<file path="config.mk">
export PLATFORM = sky130hd
export DESIGN_NAME = hazard_unit
export DESIGN_NICKNAME = d
export VERILOG_FILES = /design/src/rtl/hazard_unit.sv
export SDC_FILE = /design/constraint.sdc
export NUM_CORES = 1
export LEC_CHECK = 0
export ABC_CLOCK_PERIOD_IN_PS = 3300
export BUFFER_PORTS_ARGS = -buffer_cell sky130_fd_sc_hd__buf_2
export CELL_PAD_IN_SITES_DETAIL_PLACEMENT = 0
export CELL_PAD_IN_SITES_GLOBAL_PLACEMENT = 1
export CORE_UTILIZATION = 37
export DETAILED_ROUTE_END_ITERATION = 12
export PLACE_DENSITY = 0.85
export SKIP_CTS_REPAIR_TIMING = 1
export SLEW_MARGIN = 20
export SYNTH_ARGS = -nofsm -noshare
export SYNTH_HDL_FRONTEND = slang
export SYNTH_SLANG_ARGS = --single-unit
</file>
<file path="constraint.sdc">
create_clock -name clk -period 3.3 [get_ports clk]
set_input_delay 0.165 -clock clk [delete_from_list [all_inputs] [get_ports clk]]
set_output_delay 0.165 -clock clk [all_outputs]
set_load 0.02 [all_outputs]
</file>
<file path="src/rtl/hazard_unit.sv">
// Hazard unit: shadow EX/MEM/WB pipe driving forwarding, load-use stall and flush.
// Define HAZARD_FWD_EN for forwarding; otherwise hazards resolve by stalling.
module hazard_unit (
  input  logic        clk,
  input  logic        reset,
  input  logic [18:0] id_instruction,
  input  logic        id_reg_write,
  input  logic [1:0]  id_reg_write_mux,
  input  logic        id_reg_B_mux,
  input  logic        id_alu_B_mux,
  input  logic        id_use_A,
  input  logic        id_use_B,
  input  logic        id_taken,
  output logic [1:0]  forward_A,
  output logic [1:0]  forward_B,
  output logic        stall,
  output logic        flush
);

  typedef struct packed {
    logic       valid;
    logic       reg_write;
    logic       is_load;
    logic [2:0] dest;
  } stg_t;

  typedef struct packed {
    stg_t       s;
    logic [2:0] src_a;
    logic [2:0] src_b;
    logic       use_a;
    logic       use_b;
    logic       alu_b_mux;
  } ex_t;

  ex_t  ex_q, ex_d;
  stg_t mem_q, mem_d;
  stg_t wb_q, wb_d;

  logic [2:0] id_dest;
  logic [2:0] id_src_a;
  logic [2:0] id_src_b;
  logic       stall_raw;
  logic [1:0] fwd_a;
  logic [1:0] fwd_b;

  function automatic logic writes(input stg_t s, input logic [2:0] r);
    return s.valid & s.reg_write & (s.dest == r);
  endfunction

  function automatic logic hit(input stg_t s, input logic ua,
                               input logic [2:0] ra, input logic ub,
                               input logic [2:0] rb);
    return (ua & writes(s, ra)) | (ub & writes(s, rb));
  endfunction

`ifdef HAZARD_FWD_EN
  function automatic logic [1:0] fwd_sel(input logic use_r,
                                         input logic [2:0] r,
                                         input stg_t m,
                                         input stg_t w);
    logic [1:0] sel;
    sel = 2'b00;
    if (use_r) begin
      if (writes(m, r))
        sel = 2'b10;
      else if (writes(w, r))
        sel = 2'b11;
    end
    return sel;
  endfunction
`endif

  assign id_dest  = id_instruction[13:11];
  assign id_src_a = id_instruction[10:8];
  assign id_src_b = id_reg_B_mux ? id_instruction[13:11]
                                 : id_instruction[7:5];

  always_comb begin
`ifdef HAZARD_FWD_EN
    // Only a load in EX is too late to forward from.
    stall_raw = ex_q.s.is_load &
                hit(ex_q.s, id_use_A, id_src_a, id_use_B, id_src_b);
    fwd_a = fwd_sel(ex_q.use_a, ex_q.src_a, mem_q, wb_q);
    fwd_b = ex_q.alu_b_mux ? 2'b01
          : fwd_sel(ex_q.use_b, ex_q.src_b, mem_q, wb_q);
`else
    stall_raw = hit(ex_q.s, id_use_A, id_src_a, id_use_B, id_src_b) |
                hit(mem_q, id_use_A, id_src_a, id_use_B, id_src_b) |
                hit(wb_q, id_use_A, id_src_a, id_use_B, id_src_b);
    fwd_a = 2'b00;
    fwd_b = ex_q.alu_b_mux ? 2'b01 : 2'b00;
`endif
  end

  assign stall     = stall_raw & ~reset;
  assign flush     = id_taken & ~stall & ~reset;
  assign forward_A = reset ? 2'b00 : fwd_a;
  assign forward_B = reset ? 2'b00 : fwd_b;

  always_comb begin
    ex_d = '0;
    if (!stall) begin
      ex_d.s.valid     = 1'b1;
      ex_d.s.reg_write = id_reg_write;
      ex_d.s.is_load   = (id_reg_write_mux == 2'b10);
      ex_d.s.dest      = id_dest;
      ex_d.src_a       = id_src_a;
      ex_d.src_b       = id_src_b;
      ex_d.use_a       = id_use_A;
      ex_d.use_b       = id_use_B;
      ex_d.alu_b_mux   = id_alu_B_mux;
    end
    mem_d = ex_q.s;
    wb_d  = mem_q;
  end

  always_ff @(posedge clk or posedge reset) begin
    if (reset) begin
      ex_q  <= '0;
      mem_q <= '0;
      wb_q  <= '0;
    end else begin
      ex_q  <= ex_d;
      mem_q <= mem_d;
      wb_q  <= wb_d;
    end
  end

  logic unused_ok;
  assign unused_ok = ^{id_instruction[18:14], id_instruction[4:0],
                       wb_q.is_load, ex_q.src_a, ex_q.src_b,
                       ex_q.use_a, ex_q.use_b};

endmodule

</file>
# Word-level counts from Yosys, hierarchy flattened
# Cells that the tools add are included.
# W data, S select, Z words.
dict set report op_classes {
  n_mux 4
  eq_ne 7
  bitwise_logic 25
}
# operator count
set ops {}
lappend ops {{$and A1 B1 Y1} 18}
lappend ops {{$eq A3 B3 Y1} 6}
lappend ops {{$mux W15} 1}
lappend ops {{$or A1 B1 Y1} 5}
lappend ops {{$mux W3} 1}
lappend ops {{$eq A2 B2 Y1 const B} 1}
lappend ops {{$mux W1} 2}
lappend ops {{$not A1 Y1} 2}
dict set report word_totals {
  elab_cells 46
  register_bits 16
  in_bits 29
  output_inout_bits 6
}

# Longest topological paths before layout
# Gate-level depths: netlist of the first run.
dict set report depth {
  depth_word 11
  ltp_mapped 5
  mapped_depth_nobuf 5
}

# Worst setup path before layout of the first run
# No wires, ideal clock.
dict set report synth_path {
  path_type {input -> output}
  from {in id_reg_B_mux}
  to {out stall}
  path_slack_ns 1.502
  cell_stages 5
  t_required_ns 3.135
  path_buffers 0
  arrival_ns 1.633
  cell_sequence {mux2i_2 -> xnor2_1 -> or4_4 -> and3_4 -> a21oi_1}
}
dict set report synth_between {
  elab_chain_cells 8
  word_cells_on_any_way 16
  classes_between {eq/ne (3); mux (1); bitwise (12)}
}
# item line
set synth_lines {}
lappend synth_lines {{from (decl)} 9} ;# input logic id_reg_B_mux,
lappend synth_lines {{$mux W3 (*)} 76} ;# assign id_src_b = id_reg_B_mux ? id_instruction[13:11]
lappend synth_lines {{$eq A3 B3 Y1} 48} ;# return s.valid & s.reg_write & (s.dest == r);
lappend synth_lines {{$and A1 B1 Y1} 48}
lappend synth_lines {{$and A1 B1 Y1} 54} ;# return (ua & writes(s, ra)) | (ub & writes(s, rb));
lappend synth_lines {{$or A1 B1 Y1} 54}
lappend synth_lines {{$or A1 B1 Y1} 88} ;# stall_raw = hit(ex_q.s, id_use_A, id_src_a, id_use_B, id_src_b) |
lappend synth_lines {{$or A1 B1 Y1 (*)} 89} ;# hit(mem_q, id_use_A, id_src_a, id_use_B, id_src_b) |
lappend synth_lines {{$and A1 B1 Y1 (*)} 96} ;# assign stall = stall_raw & ~reset;
lappend synth_lines {{to (decl)} 16} ;# output logic stall,
# Mark *: on every way between the ends. The rest lies on a longest branch, timed or not.

# Final worst setup path of the first run
dict set report layout_path {
  from {reg ex_q[11] in the netlist's numbering}
  to {out flush}
}
dict set report layout_between {
  elab_chain_cells 10
  word_cells_on_any_way 13
  classes_between {eq/ne (2); bitwise (11)}
}
# item line
set layout_lines {}
lappend layout_lines {{from (decl)} 36} ;# ex_t ex_q, ex_d;
lappend layout_lines {{from (signal assigned)} 120} ;# ex_q <= '0;
lappend layout_lines {{from (signal assigned)} 124} ;# ex_q <= ex_d;
lappend layout_lines {{$eq A3 B3 Y1} 48}
lappend layout_lines {{$and A1 B1 Y1} 48}
lappend layout_lines {{$and A1 B1 Y1} 54}
lappend layout_lines {{$or A1 B1 Y1 (*)} 54}
lappend layout_lines {{$or A1 B1 Y1 (*)} 88}
lappend layout_lines {{$or A1 B1 Y1 (*)} 89}
lappend layout_lines {{$and A1 B1 Y1 (*)} 96}
lappend layout_lines {{$not A1 Y1 (*)} 97} ;# assign flush = id_taken & ~stall & ~reset;
lappend layout_lines {{$and A1 B1 Y1 (*) (2 in a row)} 97}
lappend layout_lines {{to (decl)} 17} ;# output logic flush
# Marked as above.

==> impl_metrics.json, run 1 <==
{
  "p_leak_uw": 0.000416,
  "num_io_pins": 35,
  "clk_root_buffer_cell": "sky130_fd_sc_hd__clkbuf_4",
  "antenna_found_initial": 0,
  "irDropWorstVdd_mv": 0.215,
  "dp.final_hpwl_um": 1190,
  "cts.htree.levels": 1,
  "tritoncts": "yes",
  "post_layout_nonfiller_instances": 114,
  "rsz0062_at_grt": "false",
  "io_buffer_count": 19,
  "placedCellCount": 111,
  "dieHeight_um": 49.1,
  "finalCritPeriodShare_pct": 65.8,
  "critical-path-max-stage-delay_ns": 0.42,
  "violated_checks": "negative hold slack",
  "drtPass1Iterations": 4,
  "critical_path.slowest_cell": "sky130_fd_sc_hd__dfrtp_1",
  "layout_min_cycle_time_ns": 2.17,
  "drt-total-wl_um": 1480,
  "max_freq_ghz": 0.460,
  "grtUsageTotal_pct": 14.4,
  "clock_sinks": 16,
  "run_status": "complete, but fails checks",
  "diode_count": 0,
  "first_iter_violations": 5,
  "place_congestion": 0.836,
  "final.hold.worst_slack_ns": -0.00172,
  "synth.avg_cell_area_um2": 12.4,
  "path_cells": "xor2_1 -> nor4_1 -> o21ai_0 -> and3_4 -> and4_4 -> buf_2",
  "setup-tns-final_ns": 0,
  "finalHoldViolations": 8,
  "worstPathMaxFanout": 3,
  "yosys_register_bits": 16,
  "critical_path.top_delay_family": "simple AND/OR/NAND/NOR gates",
  "synth_area_leaders": "sky130_fd_sc_hd__dfrtp_1 (49%), sky130_fd_sc_hd__xnor2_1 (9.6%), sky130_fd_sc_hd__xor2_1 (9.6%)",
  "drt-vias-per-instance": 4.91,
  "cp-end-kind": "primary output",
  "initial_utilization_pct": 40.6,
  "synth_cells": 66,
  "worstPathBufferInverterCount": 1,
  "setup_viol": 0,
  "holdCritPathClass": "in2async",
  "remaining_drc_errors": 0,
  "maxSlewHeadroom_pct": 59.7,
  "finalNetCount": 118,
  "ant_nets": 0,
  "clk_lat_worst_skew_ns": 0.28,
  "worst_setup_hold_path_clk_slew_ns": 0.08,
  "ys_seq_area_share_pct": 48.8,
  "critPathRequiredTime_ns": 3.13,
  "power.density_nw_per_um2": 441,
  "post_synth_instance_area_um2": 821,
  "timing.final.max_slew_violations": 0,
  "design.core.area_um2": 2020,
  "kind_of_start_point_of_the_critical_path": "flip-flop",
  "cap_viol_max_count": 0,
  "grt_pass1_vias": 556,
  "die-area_um2": 2410,
  "avgRoutedWirePerCell_um": 13.0,
  "mostFrequentLayoutCell": "sky130_fd_sc_hd__buf_2",
  "grt.overflow.total": 0,
  "grt_first_pass_wirelength_um": 2420,
  "timing.clock.skew_ns": 0.00307,
  "layout_common_cells": "sky130_fd_sc_hd__buf_2 (19), sky130_fd_sc_hd__dfrtp_1 (16), sky130_fd_sc_hd__xor2_1 (9), sky130_fd_sc_hd__xnor2_1 (9), sky130_fd_sc_hd__nor3b_1 (5)",
  "tritoncts.num_buffers": 3,
  "netlist.top_cell.by_area": "sky130_fd_sc_hd__dfrtp_1",
  "placement_rows": 16,
  "synth.lib_cells_used.distinct": 24,
  "drive_above_1_share_pct": 34.5,
  "wp_data_arrival_ns": 2.01,
  "worst_slew_pin_slew_ns": 0.604,
  "routed-via-count": 560,
  "cts_max_path_buffers": 2,
  "yosys_warnings": 0,
  "timing.setup.critical_path_class": "reg2out",
  "area.growth.synth_to_final_pct": 16.6,
  "die_x_um": 49.1,
  "synth.top_cell.area_share_pct": 48.8,
  "grt_start_max_net_pins": 18
}
==> Yosys cell counts <==
cell type                  number
sky130_fd_sc_hd__or4_4          2
sky130_fd_sc_hd__xnor2_1        9
sky130_fd_sc_hd__nor2b_1        1
sky130_fd_sc_hd__xor2_1         9
sky130_fd_sc_hd__nand3_1        2
sky130_fd_sc_hd__o21ai_0        1
sky130_fd_sc_hd__inv_1          1
sky130_fd_sc_hd__a21oi_1        1
sky130_fd_sc_hd__conb_1         1
sky130_fd_sc_hd__and4bb_2       1
sky130_fd_sc_hd__nor3b_1        5
sky130_fd_sc_hd__and4_4         1
sky130_fd_sc_hd__a41oi_1        1
sky130_fd_sc_hd__and4_1         1
sky130_fd_sc_hd__mux2i_1        1
sky130_fd_sc_hd__a31oi_4        1
sky130_fd_sc_hd__nand3b_1       1
sky130_fd_sc_hd__buf_4          3
sky130_fd_sc_hd__nand2_1        2
sky130_fd_sc_hd__nor4_1         2
sky130_fd_sc_hd__mux2i_2        2
sky130_fd_sc_hd__dfrtp_1       16
sky130_fd_sc_hd__and3_4         1
sky130_fd_sc_hd__a21o_1         1
==> report_power, final <==
group	leakage [uW]	internal, uW	total, uW	switching [uW]
Clock	0.0000138	42.4	98.7	56.2
Sequential	0.000182	216	232	15.8
Combinational	0.000220	45.7	91.5	45.8
Total	0.000416	304	422	118
==> flip-flops by register name, indices dropped and copies added, names as in the netlist <==
register / flops
wb_q: 5
mem_q: 5
ex_q: 6
==> layout make-up <==
| cell class | count | area, um^2 |
|---|---|---|
| clock buffers | 3 | 22.5 |
| fillers | 183 | 1060 |
| inverters | 1 | 3.75 |
| multi-input cells | 48 | 402 |
| flip-flops and latches | 16 | 400 |
| well taps | 27 | 33.8 |
| repair buffers | 19 | 95.1 |
==> stage by stage <==
step | setup WS, ns | util [%] | power (uW) | hold WS [ns] | cell area, um^2
detailed placement | 1.21 | 46.2 | 329 | 0.325 | 935
CTS | 1.09 | 47.3 | 428 | 0.00751 | 957
global route | 1.00 | 47.3 | 449 | 0.0451 | 957
global placement | 1.28 | 46.2 | 325 | 0.319 | 935
finish | 1.13 | 47.3 | 422 | -0.00172 | 957
floorplan | 1.50 | - | 301 | 0.0868 | 828
==> per-layer routing <==
layer  global-route usage (%)  part of all wire (%)  vias to the layer above
li1                         -                     -                      271
met2                     21.7                    45                       23
met5                        0                     0                        -
met4                     11.8                   3.7                        0
met3                     3.43                   5.2                        5
met1                     17.4                    46                      261
==> cell families (layout without fill, tap and decap cells) <==
logic type	Yosys count	after routing	share of synthesized area [%]
xor+xnor	18	18	19.2
flops	16	16	48.8
compound gates	5	5	5.79
other cells	1	3	0.457
simple gates	19	19	18.0
mux	3	3	4.57
buf+inv	4	23	3.20
==> worst paths after layout <==
check | end | depth (start not counted) | slack (ns) | startpoint
setup / recovery | flush | 6 | 1.13 | ex_q[11]
hold / removal | mem_q[1] | 2 | -0.002 | reset
setup reg to reg | ex_q[0] | 4 | 1.71 | wb_q[1]
max in group asynchronous | mem_q[5] | 2 | 2.91 | reset
hold reg to reg | wb_q[4] | 0 | 0.40 | mem_q[4]
min in group clk | ex_q[13] | 2 | 0.13 | id_reg_write
Note: power is estimated with default switching activity, not from simulation.
==> inputs of run 2 (changes only) <==
--- a/config.mk
+++ b/config.mk
@@ -5,13 +5,13 @@
 export SDC_FILE = /design/constraint.sdc
 export NUM_CORES = 1
 export LEC_CHECK = 0
-export ABC_CLOCK_PERIOD_IN_PS = 3300
+export ABC_CLOCK_PERIOD_IN_PS = 1900
 export BUFFER_PORTS_ARGS = -buffer_cell sky130_fd_sc_hd__buf_2
 export CELL_PAD_IN_SITES_DETAIL_PLACEMENT = 0
 export CELL_PAD_IN_SITES_GLOBAL_PLACEMENT = 1
-export CORE_UTILIZATION = 37
+export CORE_UTILIZATION = 31
 export DETAILED_ROUTE_END_ITERATION = 12
-export PLACE_DENSITY = 0.85
+export PLACE_DENSITY = 0.76
 export SKIP_CTS_REPAIR_TIMING = 1
 export SLEW_MARGIN = 20
 export SYNTH_ARGS = -nofsm -noshare
==> constraint.sdc (replaced) <==
create_clock -name clk -period 1.9 [get_ports clk]
set_input_delay 0.095 -clock clk [delete_from_list [all_inputs] [get_ports clk]]
set_output_delay 0.095 -clock clk [all_outputs]
set_load 0.02 [all_outputs]
==> impl_metrics.json, run 2 (synthesized netlist as in run 1, its figures left out) <==
{
  "grt.overflow.total": 0,
  "dp.final_hpwl_um": 1220,
  "finalHoldViolations": 0,
  "initial_utilization_pct": 32.8,
  "grtUsageTotal_pct": 12.4,
  "antenna_found_initial": 0,
  "num_io_pins": 35,
  "drtPass1Iterations": 4,
  "power.density_nw_per_um2": 765,
  "worst_setup_hold_path_clk_slew_ns": 0.09,
  "diode_count": 0,
  "die-area_um2": 2860,
  "critPathRequiredTime_ns": 1.80,
  "top_regs": "ex_q x6, mem_q x5, wb_q x5",
  "placement_rows": 18,
  "drive_above_1_share_pct": 41.5,
  "routed-via-count": 568,
  "max_freq_ghz": 0.515,
  "layout_common_cells": "sky130_fd_sc_hd__buf_2 (17), sky130_fd_sc_hd__dfrtp_1 (16), sky130_fd_sc_hd__xor2_1 (9), sky130_fd_sc_hd__xnor2_1 (9), sky130_fd_sc_hd__buf_4 (6)",
  "finalCritPeriodShare_pct": 102,
  "violated_checks": "negative setup slack",
  "tritoncts.num_buffers": 3,
  "drt-total-wl_um": 1460,
  "ant_nets": 0,
  "grt_start_max_net_pins": 17,
  "cap_viol_max_count": 0,
  "area.growth.synth_to_final_pct": 27.3,
  "p_leak_uw": 0.000452,
  "mostFrequentLayoutCell": "sky130_fd_sc_hd__buf_2",
  "holdCritPathClass": "in2reg",
  "finalNetCount": 124,
  "place_congestion": 0.739,
  "max_reg_flops": 6,
  "rsz0062_at_grt": "true",
  "first_iter_violations": 1,
  "worstPathMaxFanout": 3,
  "dieHeight_um": 53.5,
  "avgRoutedWirePerCell_um": 11.8,
  "die_x_um": 53.5,
  "clk_root_buffer_cell": "sky130_fd_sc_hd__clkbuf_4",
  "io_buffer_count": 19,
  "run_status": "complete, but fails checks",
  "grt_first_pass_wirelength_um": 2390,
  "irDropWorstVdd_mv": 0.430,
  "cts.htree.levels": 1,
  "setup_viol": 2,
  "cts_max_path_buffers": 2,
  "remaining_drc_errors": 0,
  "design.core.area_um2": 2500,
  "clk_lat_worst_skew_ns": 0.28,
  "post-route-util_pct": 41.8,
  "grt_pass1_vias": 572,
  "tritoncts": "yes",
  "timing.clock.skew_ns": 0.00415,
  "worst_slack_ns": -0.0400,
  "clock_sinks": 16,
  "wp_data_arrival_ns": 1.84,
  "timing.setup.critical_path_class": "reg2out",
  "timing.final.max_slew_violations": 0,
  "setup-tns-final_ns": -0.0484,
  "top_register": "ex_q",
  "layout_min_cycle_time_ns": 1.94,
  "kind_of_start_point_of_the_critical_path": "flip-flop",
  "drt-vias-per-instance": 4.58,
  "cp-end-kind": "primary output"
}
run 2: area by class of cell:
| class | instances | area, um^2 |
|---|---|---|
| multi-input combinational | 48 | 415 |
| sequential | 16 | 400 |
| timing repair buffer | 25 | 151 |
| fill | 248 | 1460 |
| inverter | 1 | 3.75 |
| tap | 30 | 37.5 |
| clock buffer | 4 | 36.3 |
run 2: layer usage:
layer  share of wire (%)  GRT usage, %
met4                 2.5          7.89
met5                   0             0
met2                  50          20.8
met1                  44          14.6
met3                 3.9          1.72
run 2: worst max-delay path, stage by stage, from the launching register on:
cell	delay (ns)
sky130_fd_sc_hd__dfrtp_1	0.42
sky130_fd_sc_hd__xnor2_1	0.14
sky130_fd_sc_hd__or4_4	0.54
sky130_fd_sc_hd__and3_4	0.18
sky130_fd_sc_hd__and4_4	0.16
sky130_fd_sc_hd__buf_6	0.12
run 2: worst paths after layout:
check | startpoint | to | slack, ns | cells after the start
max reg2reg | wb_q[1] | ex_q[13] | 0.24 | 5
min in group asynchronous | reset | mem_q[1] | 0.45 | 4
min reg2reg | ex_q[13] | mem_q[4] | 0.41 | 0
min | id_alu_B_mux | ex_q[0] | 0.06 | 2
max in group asynchronous | reset | mem_q[4] | 1.28 | 4
max | ex_q[11] | flush | -0.04 | 5
run 2: through the flow:
stage	hold WS, ns	cells	power (uW)	cell area, um^2	setup slack [ns]
4_1_cts	-0.109	122	795	1000	-0.124
2_1_floorplan	0.0168	68	522	828	0.202
3_3_place_gp	0.193	118	574	968	0.0374
6_report	0.0638	124	799	1040	-0.0400
5_1_grt	0.0584	124	850	1040	-0.0976
3_5_place_dp	0.203	118	580	968	0.0214
run 2: where the power goes:
| group | switching (uW) | total, uW | internal [uW] | leakage, uW |
|---|---|---|---|---|
| registers | 27.6 | 402 | 375 | 0.000182 |
| logic | 85.3 | 180 | 94.5 | 0.000249 |
| clock network | 101 | 217 | 117 | 0.0000210 |
| total | 214 | 799 | 586 | 0.000452 |
